===== src/rtl/rat_path_buffer.sv =====
// LIFO path store for maze backtracking, with an oldest-first replay port.
// Single-cycle update; replay advances one entry per rep_valid&rep_ready and holds rep_data until it is accepted.
module rat_path_buffer #(
  parameter int WIDTH = 2,
  parameter int DEPTH = 16
) (
  input  logic                       clk,
  input  logic                       rst,
  input  logic                       clear,
  input  logic                       push,
  input  logic                       pop,
  input  logic [WIDTH-1:0]           din,
  output logic [WIDTH-1:0]           top,
  output logic [$clog2(DEPTH+1)-1:0] count,
  output logic                       empty,
  output logic                       full,
  input  logic                       replay_start,
  output logic                       rep_valid,
  input  logic                       rep_ready,
  output logic [WIDTH-1:0]           rep_data,
  output logic                       replay_done,
  output logic                       busy,
  output logic                       ovf,
  output logic                       unf
);

  localparam int CW = $clog2(DEPTH + 1);
  localparam int PW = $clog2(DEPTH);

  typedef enum logic [1:0] {
    S_IDLE   = 2'd0,
    S_REPLAY = 2'd1,
    S_DONE   = 2'd2
  } state_t;

  state_t           state_q, state_d;
  logic [CW-1:0]    count_q, count_d;
  logic [PW-1:0]    rptr_q, rptr_d;
  logic             ovf_q, ovf_d;
  logic             unf_q, unf_d;
  logic [WIDTH-1:0] mem [DEPTH];

  logic             wr_en;
  logic [PW-1:0]    wr_addr;
  logic [PW-1:0]    top_addr;
  logic             is_empty;
  logic             is_full;
  logic             last_entry;

  assign is_empty   = (count_q == '0);
  assign is_full    = (count_q == CW'(DEPTH));
  assign top_addr   = PW'(count_q - CW'(1));
  assign last_entry = (CW'(rptr_q) == (count_q - CW'(1)));

  always_comb begin
    state_d = state_q;
    count_d = count_q;
    rptr_d  = rptr_q;
    ovf_d   = ovf_q;
    unf_d   = unf_q;
    wr_en   = 1'b0;
    wr_addr = '0;

    if (clear) begin
      state_d = S_IDLE;
      count_d = '0;
      rptr_d  = '0;
      ovf_d   = 1'b0;
      unf_d   = 1'b0;
    end else begin
      case (state_q)
        S_IDLE: begin
          if (replay_start) begin
            rptr_d  = '0;
            state_d = is_empty ? S_DONE : S_REPLAY;
          end else if (push && (!pop || is_empty)) begin
            if (is_full) begin
              ovf_d = 1'b1;
            end else begin
              wr_en   = 1'b1;
              wr_addr = PW'(count_q);
              count_d = count_q + CW'(1);
            end
          end else if (push && pop) begin
            // Simultaneous push+pop on a non-empty stack overwrites the top in place.
            wr_en   = 1'b1;
            wr_addr = top_addr;
          end else if (pop) begin
            if (is_empty) begin
              unf_d = 1'b1;
            end else begin
              count_d = count_q - CW'(1);
            end
          end
        end
        S_REPLAY: begin
          if (rep_ready) begin
            if (last_entry) begin
              state_d = S_DONE;
            end else begin
              rptr_d = rptr_q + PW'(1);
            end
          end
        end
        S_DONE: begin
          state_d = S_IDLE;
        end
        default: begin
          state_d = S_IDLE;
        end
      endcase
    end
  end

  always_ff @(posedge clk or negedge rst) begin
    if (!rst) begin
      state_q <= S_IDLE;
      count_q <= '0;
      rptr_q  <= '0;
      ovf_q   <= 1'b0;
      unf_q   <= 1'b0;
    end else begin
      state_q <= state_d;
      count_q <= count_d;
      rptr_q  <= rptr_d;
      ovf_q   <= ovf_d;
      unf_q   <= unf_d;
    end
  end

  // Entry storage carries no reset; validity is tracked entirely by count_q.
  always_ff @(posedge clk) begin
    if (wr_en) begin
      mem[wr_addr] <= din;
    end
  end

  assign top         = is_empty ? '0 : mem[top_addr];
  assign count       = count_q;
  assign empty       = is_empty;
  assign full        = is_full;
  assign rep_valid   = (state_q == S_REPLAY);
  assign rep_data    = (state_q == S_REPLAY) ? mem[rptr_q] : '0;
  assign replay_done = (state_q == S_DONE);
  assign busy        = (state_q != S_IDLE);
  assign ovf         = ovf_q;
  assign unf         = unf_q;

endmodule


===== config.mk =====
export PLATFORM = sky130hd
export DESIGN_NAME = rat_path_buffer
export DESIGN_NICKNAME = d
export VERILOG_FILES = /design/src/rtl/rat_path_buffer.sv
export SDC_FILE = /design/constraint.sdc
export NUM_CORES = 1
export LEC_CHECK = 0
export ABC_AREA = 0
export BUFFER_PORTS_ARGS = -buffer_cell sky130_fd_sc_hd__buf_2
export CAP_MARGIN = 20
export CORE_MARGIN = 2
export CORE_UTILIZATION = 50
export DETAILED_ROUTE_END_ITERATION = 10
export HOLD_SLACK_MARGIN = 0.06
export PLACE_DENSITY = 0.72
export SLEW_MARGIN = 20
export SYNTH_ARGS = -nofsm -noshare
export SYNTH_HDL_FRONTEND = slang
export SYNTH_SLANG_ARGS = --single-unit
export TNS_END_PERCENT = 20

===== constraint.sdc =====
create_clock -name clk -period 5.58 [get_ports clk]
set_input_delay 1.116 -clock clk [delete_from_list [all_inputs] [get_ports clk]]
set_output_delay 1.116 -clock clk [all_outputs]
set_load 0.01 [all_outputs]

=== Yosys cells after proc, flatten, opt, wreduce, memory -nomap -nowiden ===
Memories as Yosys holds them, arrays and structs flattened.
Cells that the tools add are included.

* Word-level logic and storage cells: 89
* Memories kept: 1
* Bits in writable memories: 32
* Input bits: 9
* Output and inout port bits: 16
* Bits in registers: 13

{| class="wikitable"
|+ Memory list
! name !! words !! width !! rd ports !! clocked after memory_dff !! wr ports !! RTL line !! source
|-
| mem || 16 || 2 || 2 || 0 || 1 || 41 || <nowiki>logic [WIDTH-1:0] mem [DEPTH];</nowiki>
|}

* Equal/unequal tests: 14
* Reduce and logical (&&, ||, !) cells: 19
* Multiplexer cells: 47
* $add $sub $neg: 3

{| class="wikitable"
|+ Operators with widths
! kind !! count
|-
| 4-bit two-way mux || 10
|-
| 5-bit two-way mux || 8
|-
| 1-bit two-way mux || 20
|-
| 2-bit two-way mux || 7
|-
| 3-bit != test, second input constant || 4
|-
| 6-bit AND reduction || 2
|-
| 2-bit nonzero test || 6
|-
| 3-bit by 2-bit != test with 1-bit output, second input constant || 3
|-
| 4-bit one-hot mux with 2 select lines || 1
|-
| 4-bit AND reduction || 2
|-
| 2-bit != test, second input constant || 3
|-
| 3-bit nonzero test || 2
|-
| 5-bit by 1-bit adder with 5-bit output, second input constant || 1
|-
| 4-bit by 5-bit equality test with 1-bit output || 1
|-
| 5-bit equality test, second input constant || 1
|-
| 5-bit zero test || 1
|-
| 5-bit by 1-bit subtractor with 5-bit output, second input constant || 1
|-
| 4-bit by 1-bit adder with 4-bit output, second input constant || 1
|-
| 2-bit one-hot mux with 2 select lines || 1
|-
| 3-bit AND reduction || 1
|-
| 2-bit by 1-bit equality test with 1-bit output, second input constant || 1
|-
| 2-bit equality test, second input constant || 1
|-
| 1-bit logical AND || 2
|-
| 2-bit zero test || 1
|-
| 2 further kinds || 2
|}

=== Longest topological paths before layout ===
* Word-level depth: 9
* Depth in mapped cells: 10
* Mapped depth without buffers: 8

=== Worst setup path after synthesis ===
OpenSTA, ideal clock, no wires.

* Path type: flip-flop to output port
* Start: reg count_q[0] (netlist: count[0])
* End: out top[0]
* Cell stages (with the launch flop): 9
* Arrival time: 2.272 ns
* Data required time: 4.464 ns
* Setup slack: 2.192 ns
* Buffers on the path: 2
* Path through: dfrtp_1 buf_2 inv_2 ha_1 clkbuf_1 mux4_2 nor2b_1 a211oi_1 nor3_1

* Cells in the longest elaborated chain, start to end: 3
* Elaborated cells between the ends (all ways): 4
* Those cells by class: 1 x add/sub; 1 x mux; 1 x reduce/logical; 1 x memory

{| class="wikitable"
|+ RTL lines
! what !! RTL line !! source
|-
| start, declared || 37 || <nowiki>logic [CW-1:0] count_q, count_d;</nowiki>
|-
| start signal, assigned || 124 || <nowiki>count_q <= count_d;</nowiki>
|-
| 5-bit by 1-bit subtractor with 5-bit output || n/a ||
|-
| memory read 16 x 2 bit || n/a ||
|-
| 2-bit two-way mux * || 138 || <nowiki>assign top = is_empty ? '0 : mem[top_addr];</nowiki>
|-
| end, declared || 13 || <nowiki>output logic [WIDTH-1:0] top,</nowiki>
|}

Every way passes the cells marked *; elsewhere a longest branch is shown, timed or not.

=== Worst setup path in the final report ===
Ends and elaborated chain as after synthesis.

==> results.md <==
* Least-Margin Pin Slew at roughly 0.67 ns
* Clock Tree Root: clkbuf_8
* Initial antenna violation count at 0
* Total Wirelength at around 5900 µm
* Die W at just under 80 µm
* Final worst setup slack at roughly 1.5 ns
* Pre-CTS WS at roughly 1.8 ns
* Antenna diodes at 0
* Commonest non-fill, non-tap cell in the layout: edfxtp_1
* Leak at 1.09 nW
* Largest net degree at the start of global routing at 17
* Cell taking the most area after synthesis: edfxtp_1
* Crit. Startpoint: count[0]
* RD Place Congestion at ~0.82
* RSZ-0062 raised after global routing: no
* Post-route core utilization at 57.0%
* Post-synthesis sequential area ratio at 47.8%
* Fmax at around 0.24 GHz
* Syn Area/Cell at approximately 12 µm²
* Maximum vdd ir drop at 0.204 mV
* Run status: finished clean
* Dpl cells at 309
* Starting Density at 52.4%
* Post-layout min period at 4.10 ns
* Critical path endpoint category: output pin
* Wl on met1 at ~2700 µm
* Hold Crit Class: register to register
* HP Start: unf
* Worst r2r dst: mem[13][1]
* Area share of the largest cell type after synthesis at a little over a third
* Overall Power at around 1.4 mW
* Post-layout nets at 258
* WL/cell at between 15 and 20 µm
* Cells after Synth at between 200 and 250
* Slew headroom at a little over half
* Via count at 1,925
* Overflow after GRT at 0
* Cell area after synthesis at between 0.002 and 0.003 mm²
* Detailed Place HPWL at approximately 4400 µm
* Most frequent cells in the layout: edfxtp_1 (32), nor2_1 (30), buf_2 (24), mux4_2 (18), nand2_1 (14)
* Fin crit share at between 70% and 80%
* Final Hold Vio Count at 0
* Htree depth at 2
* Uppermost layer routed: met4
* Met3 WL post-DR at 301 µm
* Hold EP: unf
* Post-CTS setup buffer count at 0
* Syn-to-layout area delta at 8.83%
* Pins Over Slew Limit at 0
* Yosys reg bits at 45
* Final non-filler cell total at between 300 and 400
* Cell variety after synth at between 50 and 60
* Row cnt at 26
* Max-cap viol count at 0
* Avg Vias per Cell at between 6 and 7
* Clock Latency Late Sink at 0.31 ns
* Post-synth EDFFs at 32
* GRT Overall Usage at approximately a fifth
* Worst path required time at 4.46 ns
* Critical path startpoint category: register
* Area contributors post-synth: edfxtp_1 (36%), mux4_2 (15%), dfrtp_1 (12%)
* Clock sinks at between 40 and 50
* Worst-path clk slew at 0.09 ns
* ANT nets after route at 0
* Synth Flop Type: edfxtp_1
* Final Skew at approximately 0.010 ns
* Setup CP Type: register to output pin
* Asr flop ratio synth at between 20% and 30%
* Share of layout cells above drive strength 1 at a little under a quarter
* Clock Path Buffers at 2
* Die H at slightly below 80 µm
* Met2 routed WL at roughly 2700 µm
* Num CTS Buffers at 5
* Power per cell area at approximately 470 mW/mm²
* CTS tree: yes
* Die area at approximately 0.0060 mm²
* Mapped Nets at between 200 and 250
* Reg-to-reg slack, setup at 2.23 ns
* Post_cts resized at 0
* Reg2Reg Depth at 8
* I/O pins at 25
* Reg-to-reg startpoint: count[0]
* Synthesis warning total at 0
* Initial DRC Count at approximately 160
* Worst-path fanout max at 14
* DRC at 0
* WHS Path Cells at 2
* Vias in the first global route at 1,921
* Setup violators final at 0
* Hold buffers post-CTS at 0
* First-pass DRT Iterations at 4
* Setup Total Neg Slack at 0 ns
* Number of buffer cells added on primary ports at 24
* Global-route wire length before repair at 9710 µm
* Crit path DAT at ~3 ns
* Core region area at just over 0.005 mm²
registers in the layout (all words and copies together), names as in the netlist:
signal and count:
count 5, rptr_q 4, ovf 1, state_q 2, unf 1, mem 32
metrics by stage:
stage          hold WS, ns  cell area [µm²]
6_report             0.502             2930
5_1_grt              0.515             2930
4_1_cts              0.508             2930
3_5_place_dp         0.485             2840
3_3_place_gp         0.478             2840
2_1_floorplan        0.513             2690
per-layer routing:
metal / vias up / global-route usage [%]
met2: 63 / 32.7
li1: 902 / -
met5: - / 0
met3: 18 / 5.12
met1: 942 / 28.4
met4: 0 / 10.5
power breakdown:
group | switching, mW | internal, mW
sequential | 0.0718 | 0.387
clock | 0.118 | 0.0904
combinational | 0.401 | 0.308
cell usage after synthesis (5+ instances only):
library cell / number
a21oi_1: 9
xor2_1: 5
nor2_1: 30
inv_1: 8
nor3_1: 6
nand2_1: 14
xnor2_1: 5
edfxtp_1: 32
clkbuf_1: 9
dfrtp_1: 13
buf_2: 6
mux4_2: 18
layout make-up:
type | instances | area, µm²
clock buffer | 5 | 68.8
clock inverter | 3 | 25.0
fill | 467 | 2210
inverter | 10 | 37.5
multi-input combinational | 160 | 1300
sequential | 45 | 1290
tap | 70 | 87.6
timing repair buffer | 24 | 120
how the worst max path moves through the flow:
stage / slack, ns / end
after floorplan: 2.19 / top[0]
after global placement: 1.94 / top[0]
after detailed placement: 1.83 / top[0]
after CTS: 1.47 / top[0]
after global routing: 1.28 / top[1]
final: 1.48 / top[0]
kinds of logic (layout without fill, tap and decap cells):
logic type | after synthesis | count (layout) | share of synthesized area, %
fa+ha+maj | 3 | 3 | 1.39
compound gates | 41 | 41 | 10.6
mux | 23 | 23 | 17.1
xor+xnor | 11 | 11 | 3.86
flops | 45 | 45 | 47.8
buf+inv | 25 | 42 | 3.77
simple gates | 82 | 82 | 15.5
worst max-delay path, stage by stage, from the launching register on:
cell and delay (ns):
dfrtp_1 0.77, inv_2 0.25, ha_1 0.37, xor2_2 0.48, mux4_2 0.40, o22ai_1 0.18, nor3_1 0.08, buf_2 0.14
No activity file was read; power rests on OpenSTA's default activity.
